===== config.mk =====
export PLATFORM = sky130hd
export DESIGN_NAME = multi_tick_gen
export DESIGN_NICKNAME = d
export VERILOG_FILES = /design/src/rtl/multi_tick_gen_pkg.sv /design/src/rtl/multi_tick_gen_tick_chan.sv /design/src/rtl/multi_tick_gen.sv
export SDC_FILE = /design/constraint.sdc
export NUM_CORES = 1
export LEC_CHECK = 0
export BUFFER_PORTS_ARGS = -buffer_cell sky130_fd_sc_hd__buf_2
export CAP_MARGIN = 30
export CORE_UTILIZATION = 45
export CTS_BUF_LIST = sky130_fd_sc_hd__clkbuf_4
export CTS_CLUSTER_SIZE = 24
export DETAILED_ROUTE_END_ITERATION = 8
export PLACE_DENSITY = 0.72
export SLEW_MARGIN = 15
export SYNTH_ARGS = -nofsm -noshare
export SYNTH_HDL_FRONTEND = slang
export SYNTH_HIERARCHICAL = 1
export SYNTH_SLANG_ARGS = --single-unit

===== constraint.sdc =====
create_clock -name clk_base -period 8.4 [get_ports clk_base]
set_input_delay 1.68 -clock clk_base [delete_from_list [all_inputs] [get_ports clk_base]]
set_output_delay 1.68 -clock clk_base [all_outputs]
set_load 0.005 [all_outputs]

===== src/rtl/multi_tick_gen_pkg.sv =====
// Shared definitions for the multi-channel tick generator: mode encodings
// and default sizing.
package multi_tick_gen_pkg;

  localparam int unsigned NBIT_DEFAULT = 18;
  localparam int unsigned NCH_DEFAULT  = 4;

  // Per-channel operating mode; code 3 behaves as a second periodic-pulse code.
  typedef enum logic [1:0] {
    MODE_TOGGLE    = 2'd0,
    MODE_PULSE     = 2'd1,
    MODE_ONESHOT   = 2'd2,
    MODE_PULSE_ALT = 2'd3
  } tick_mode_e;

endpackage


===== src/rtl/multi_tick_gen_tick_chan.sv =====
// One tick-generator channel: programmable-period counter producing a
// divided square wave, a wrap pulse and a sticky one-shot completion flag.
module tick_chan
  import multi_tick_gen_pkg::*;
#(
  parameter int unsigned NBIT = NBIT_DEFAULT
) (
  input  logic            clk_base,
  input  logic            reset,
  input  logic            en,
  input  logic            clr,
  input  logic [1:0]      mode,
  input  logic [NBIT-1:0] limit,
  output logic            clk_out,
  output logic            tick,
  output logic            busy,
  output logic            done
);

  tick_mode_e      mode_e;
  logic [NBIT-1:0] cnt;
  logic [NBIT-1:0] act_lim;
  logic            en_q;

  logic [NBIT-1:0] cnt_nxt;
  logic [NBIT-1:0] act_lim_nxt;
  logic [NBIT-1:0] lim_use;
  logic            clk_out_nxt;
  logic            tick_nxt;
  logic            done_nxt;
  logic            busy_nxt;
  logic            restart;
  logic            done_eff;
  logic            halted;

  assign mode_e = tick_mode_e'(mode);

  // Next-state decode: clear beats enable; a rising enable restarts the
  // channel on the same edge, clearing done and comparing against the live
  // limit so the first period after a restart already has length L+1.
  always_comb begin
    cnt_nxt     = cnt;
    act_lim_nxt = act_lim;
    clk_out_nxt = clk_out;
    tick_nxt    = 1'b0;
    done_nxt    = done;
    restart     = en & ~en_q;
    done_eff    = done & ~restart;
    halted      = (mode_e == MODE_ONESHOT) & done_eff;
    lim_use     = restart ? limit : act_lim;

    if (clr) begin
      cnt_nxt     = '0;
      act_lim_nxt = limit;
      clk_out_nxt = 1'b1;
      done_nxt    = 1'b0;
    end else if (!en) begin
      act_lim_nxt = limit;
    end else begin
      done_nxt = done_eff;
      if (restart) begin
        act_lim_nxt = limit;
      end
      if (!halted) begin
        if (cnt >= lim_use) begin
          cnt_nxt     = '0;
          tick_nxt    = 1'b1;
          act_lim_nxt = limit;
          if (mode_e == MODE_TOGGLE) begin
            clk_out_nxt = ~clk_out;
          end
          if (mode_e == MODE_ONESHOT) begin
            done_nxt = 1'b1;
          end
        end else begin
          cnt_nxt = cnt + NBIT'(1);
        end
      end
    end

    busy_nxt = en & ~clr & ~((mode_e == MODE_ONESHOT) & done_nxt);
  end

  // State and output registers with asynchronous active-low reset.
  always_ff @(posedge clk_base or negedge reset) begin
    if (!reset) begin
      cnt     <= '0;
      act_lim <= '0;
      en_q    <= 1'b0;
      clk_out <= 1'b1;
      tick    <= 1'b0;
      busy    <= 1'b0;
      done    <= 1'b0;
    end else begin
      cnt     <= cnt_nxt;
      act_lim <= act_lim_nxt;
      en_q    <= en;
      clk_out <= clk_out_nxt;
      tick    <= tick_nxt;
      busy    <= busy_nxt;
      done    <= done_nxt;
    end
  end

endmodule


===== src/rtl/multi_tick_gen.sv =====
// Multi-channel tick generator: NCH independent tick_chan instances sharing
// one clock and reset; the top level only slices the packed buses.
module multi_tick_gen
  import multi_tick_gen_pkg::*;
#(
  parameter int unsigned NBIT = NBIT_DEFAULT,
  parameter int unsigned NCH  = NCH_DEFAULT
) (
  input  logic                clk_base,
  input  logic                reset,
  input  logic [NCH-1:0]      en,
  input  logic [NCH-1:0]      clr,
  input  logic [2*NCH-1:0]    mode,
  input  logic [NCH*NBIT-1:0] limit,
  output logic [NCH-1:0]      clk_out,
  output logic [NCH-1:0]      tick,
  output logic [NCH-1:0]      busy,
  output logic [NCH-1:0]      done
);

  for (genvar i = 0; i < NCH; i++) begin : g_chan
    tick_chan #(
      .NBIT (NBIT)
    ) u_chan (
      .clk_base (clk_base),
      .reset    (reset),
      .en       (en[i]),
      .clr      (clr[i]),
      .mode     (mode[2*i +: 2]),
      .limit    (limit[i*NBIT +: NBIT]),
      .clk_out  (clk_out[i]),
      .tick     (tick[i]),
      .busy     (busy[i]),
      .done     (done[i])
    );
  end

endmodule


==> key figures <==
Floorplanning
  – Die Wd: 155 um
  – Die Ht: 155 um
  – Core box area: 22800 um^2
  – DIE AREA: 24100 um^2
  – FP Rows: 55
  – Initial Utilization: 46.2%
  – # IOs: 106

Timing
  – Hold WS: 0.541 ns
  – Worst clock skew: 0.0245 ns
  – Fin. max-slew vios: 0
  – Setup violators final: 0
  – Part of the cycle the worst path needs: 57.0%
  – RSZ-0062 raised after global routing: no
  – Final min period: 4.79 ns
  – Setup TNS Final: 0 ns
  – Final hold violation count: 0
  – Tightest Pin Transition: 0.809 ns
  – Fmax achieved: 209 MHz
  – Relative slew margins: 45.5%

Layout
  – Reg area: 4110 um^2
  – Design area: 11700 um^2
  – Fin nets: 1322
  – Share of post-route cells with drive strength above 1: 18.6%
  – Multi-input combinational cell area: 5820 um^2
  – Final Instance Count excl. Fillers: 1483
  – # fillers: 2118
  – P&R area growth vs syn: 11.0%

Placement
  – Cells after DPL: 1444
  – Area after DPL: 11300 um^2
  – DP HPWL: 16.8 mm
  – GPL Wtd Cong: 0.811
  – PortBufs: 105

Synth
  – Mapped Nets: 1213
  – Mean post-synth cell area: 10.1 um^2
  – Register area share after synthesis: 39.0%
  – Number of synthesized flops with an enable pin: 0
  – Flop and latch count out of synthesis: 164
  – Share of the synthesized area in the top cell type: 38.0%
  – Ys Warns: 6
  – Most common flop cell mapped by yosys: dfrtp_1
  – Synth top cells by count: dfrtp_1, mux2i_1, inv_1, nand2_1, ha_1
  – Top post-synthesis cells by area: dfrtp_1, mux2i_1, ha_1
  – Mapped Area: 10500 um^2
  – Most frequent cell after synthesis: dfrtp_1
  – Post-synth ARST share: 100%
  – Synth area leader: dfrtp_1
  – Cell variety after synth: 78
  – Cells after Synth: 1047

Clock tree
  – Register clock-pin slew on the reported worst setup and hold paths: 0.16 ns
  – Worst-Skew Late Latency: 0.56 ns
  – CTS Sinks: 164
  – Hold-fix buffers at CTS: 0
  – CTS root buf: clkbuf_4
  – Num CTS Buffers: 17
  – CTS tree: built
  – Htree depth: 4
  – Postcts setup bufs: 0
  – Post_cts resized: 0
  – Clk buf depth: 2

Hold path
  – Hold Crit Class: reg2reg
  – Min-delay src: g_chan[0].u_chan/clk_out

Setup path
  – FF-to-FF End: g_chan[3].u_chan/act_lim[0]
  – Critical path depth in cells: 12
  – Worst reg2reg path depth: 11
  – Worst Setup SP: en[3]
  – Crit-path cells: buf_2 > nor2b_2 > buf_8 > mux2i_1 > ha_1 > a2111oi_2 > o21ai_1 > a21oi_1 > o21ai_1 > a21oi_2 > buf_4 > mux2_2
  – Endpoint class of the critical path: register
  – Type of origin of the critical path: input pin
  – Crit path to: g_chan[3].u_chan/act_lim[0]
  – Crit path max-delay family: compound AO/OA/AOI/OAI gates
  – CP max stage cell: nor2b_2
  – CP peak stage delay: 0.53 ns
  – Reg2reg start: g_chan[3].u_chan/en_q
  – Kind of critical path: in2reg
  – Worst endpoint required time: 8.87 ns
  – Crit-path max FO: 12
  – Critical Path AT: 5.26 ns
  – Crit-path most repeated cell: o21ai_1
  – Flop-to-flop setup slack: 4.50 ns
  – Buf/Inv on CP: 3

Power
  – Clock power frac: 30.8%
  – PD cells: 136 nW/um^2
  – Sw frac: 29.7%
  – Psw: 0.473 mW
  – Gate power share: 16.2%
  – Peak supply drop: 81.6 uV
  – Seq pwr share: 53.0%
  – Leak Pwr: 5.53 nW
  – Int Pwr: 1.12 mW

Route
  – First-pass DRT Iterations: 5
  – WL/cell: 15.7 um
  – Vias: 8274
  – Routed Antenna Nets: 0
  – Routed wire length: 23.3 mm
  – Routed vias/inst: 5.58
  – Starting DRT DRC Count: 574
  – DR DRC count: 0

Global routing
  – Vias in the first global route: 8064
  – Overflow after GRT: 0
  – Initial antenna violation count: 1
  – First-pass GRT wire length: 39.0 mm
  – Gr usage total: 19.9%
  – Maximum number of pins on one net before global-route repair: 101

Status
  – Status: finished clean

Job
  – MaxCap Viol Count: 0
==> area by class of cell <==
class / count / area share, %
Clock buffer: 18 / 1.15
Clock inverter: 14 / 1.29
Timing Repair Buffer: 124 / 6.19
Multi-Input combinational cell: 750 / 49.7
Sequential cell: 164 / 35.1
Inverter: 99 / 3.17
Tap cell: 313 / 3.35
Antenna cell: 1 / 0.0214
==> state kept, by name (all words and copies together), names as in the netlist <==
register / count
g_chan.u_chan/en_q: 4
g_chan.u_chan/done: 4
g_chan.u_chan/busy: 4
g_chan.u_chan/cnt: 72
g_chan.u_chan/clk_out: 4
g_chan.u_chan/tick: 4
g_chan.u_chan/act_lim: 72
==> worst reg2reg max path, cell delays in order (launching register included) <==
cell	delay [ns]
dfrtp_1	0.43
nor2b_2	0.49
buf_8	0.24
mux2i_1	0.25
ha_1	0.29
a2111oi_2	0.35
o21ai_1	0.14
a21oi_1	0.20
o21ai_1	0.21
a21oi_2	0.51
buf_4	0.33
mux2_2	0.36
==> power by group through the flow <==
stage | Clock [mW] | Sequential [mW] | Combinational (mW)
final | 0.489 | 0.843 | 0.257
after global routing | 0.537 | 0.848 | 0.290
after CTS | 0.511 | 0.844 | 0.256
after detailed placement | 0 | 0.858 | 0.256
after global placement | 0 | 0.857 | 0.244
after floorplan | 0 | 0.854 | 0.173
==> placed cells by master (no fill, tap or decap), types with 11 or more instances in the layout <==
cell	instances
nor2b_1	16
o21ai_0	20
buf_2	104
a22o_1	11
nor2_1	30
a31oi_1	11
mux2i_1	150
buf_4	13
nand3_1	54
a21o_1	11
a21oi_1	56
nand2_1	83
nor3_1	15
dfrtp_1	160
inv_1	99
nand4_1	33
ha_1	76
clkbuf_4	18
==> through the flow <==
stage	total power [mW]	util (%)	setup slack [ns]
6_report	1.59	51.2	3.61
5_1_grt	1.68	51.2	3.36
4_1_cts	1.61	50.9	3.66
3_5_place_dp	1.11	49.6	2.99
3_3_place_gp	1.10	49.5	2.81
2_1_floorplan	1.03	-	3.99
==> metal layers <==
layer  part of all wire, %  GRT usage [%]  vias up
met5                     0              0        -
met4                   1.1           5.00        0
met3                   3.5           3.51       23
met2                    47           33.3      192
met1                    49           26.7     4004
li1                      -              -     4055
==> cells by family (layout without fill, tap and decap cells) <==
family / Yosys count / after routing / synth area share (%)
simple gates: 320 / 320 / 16.9
compound gates: 196 / 196 / 14.1
flops: 164 / 164 / 39.0
mux: 158 / 158 / 15.1
other cells: 0 / 1 / 0
fa+ha+maj: 76 / 76 / 9.01
buf+inv: 133 / 255 / 5.98
==> how the worst min path moves through the flow <==
stage	depth (start not counted)	endpoint	slack, ns
after floorplan	1	g_chan[1].u_chan/cnt[9]	0.50
after global placement	2	g_chan[0].u_chan/clk_out	0.50
after detailed placement	2	g_chan[0].u_chan/clk_out	0.53
after CTS	2	g_chan[0].u_chan/clk_out	0.54
after global routing	2	g_chan[0].u_chan/clk_out	0.58
final	2	g_chan[0].u_chan/clk_out	0.54
No activity file was read; power rests on OpenSTA's default activity.
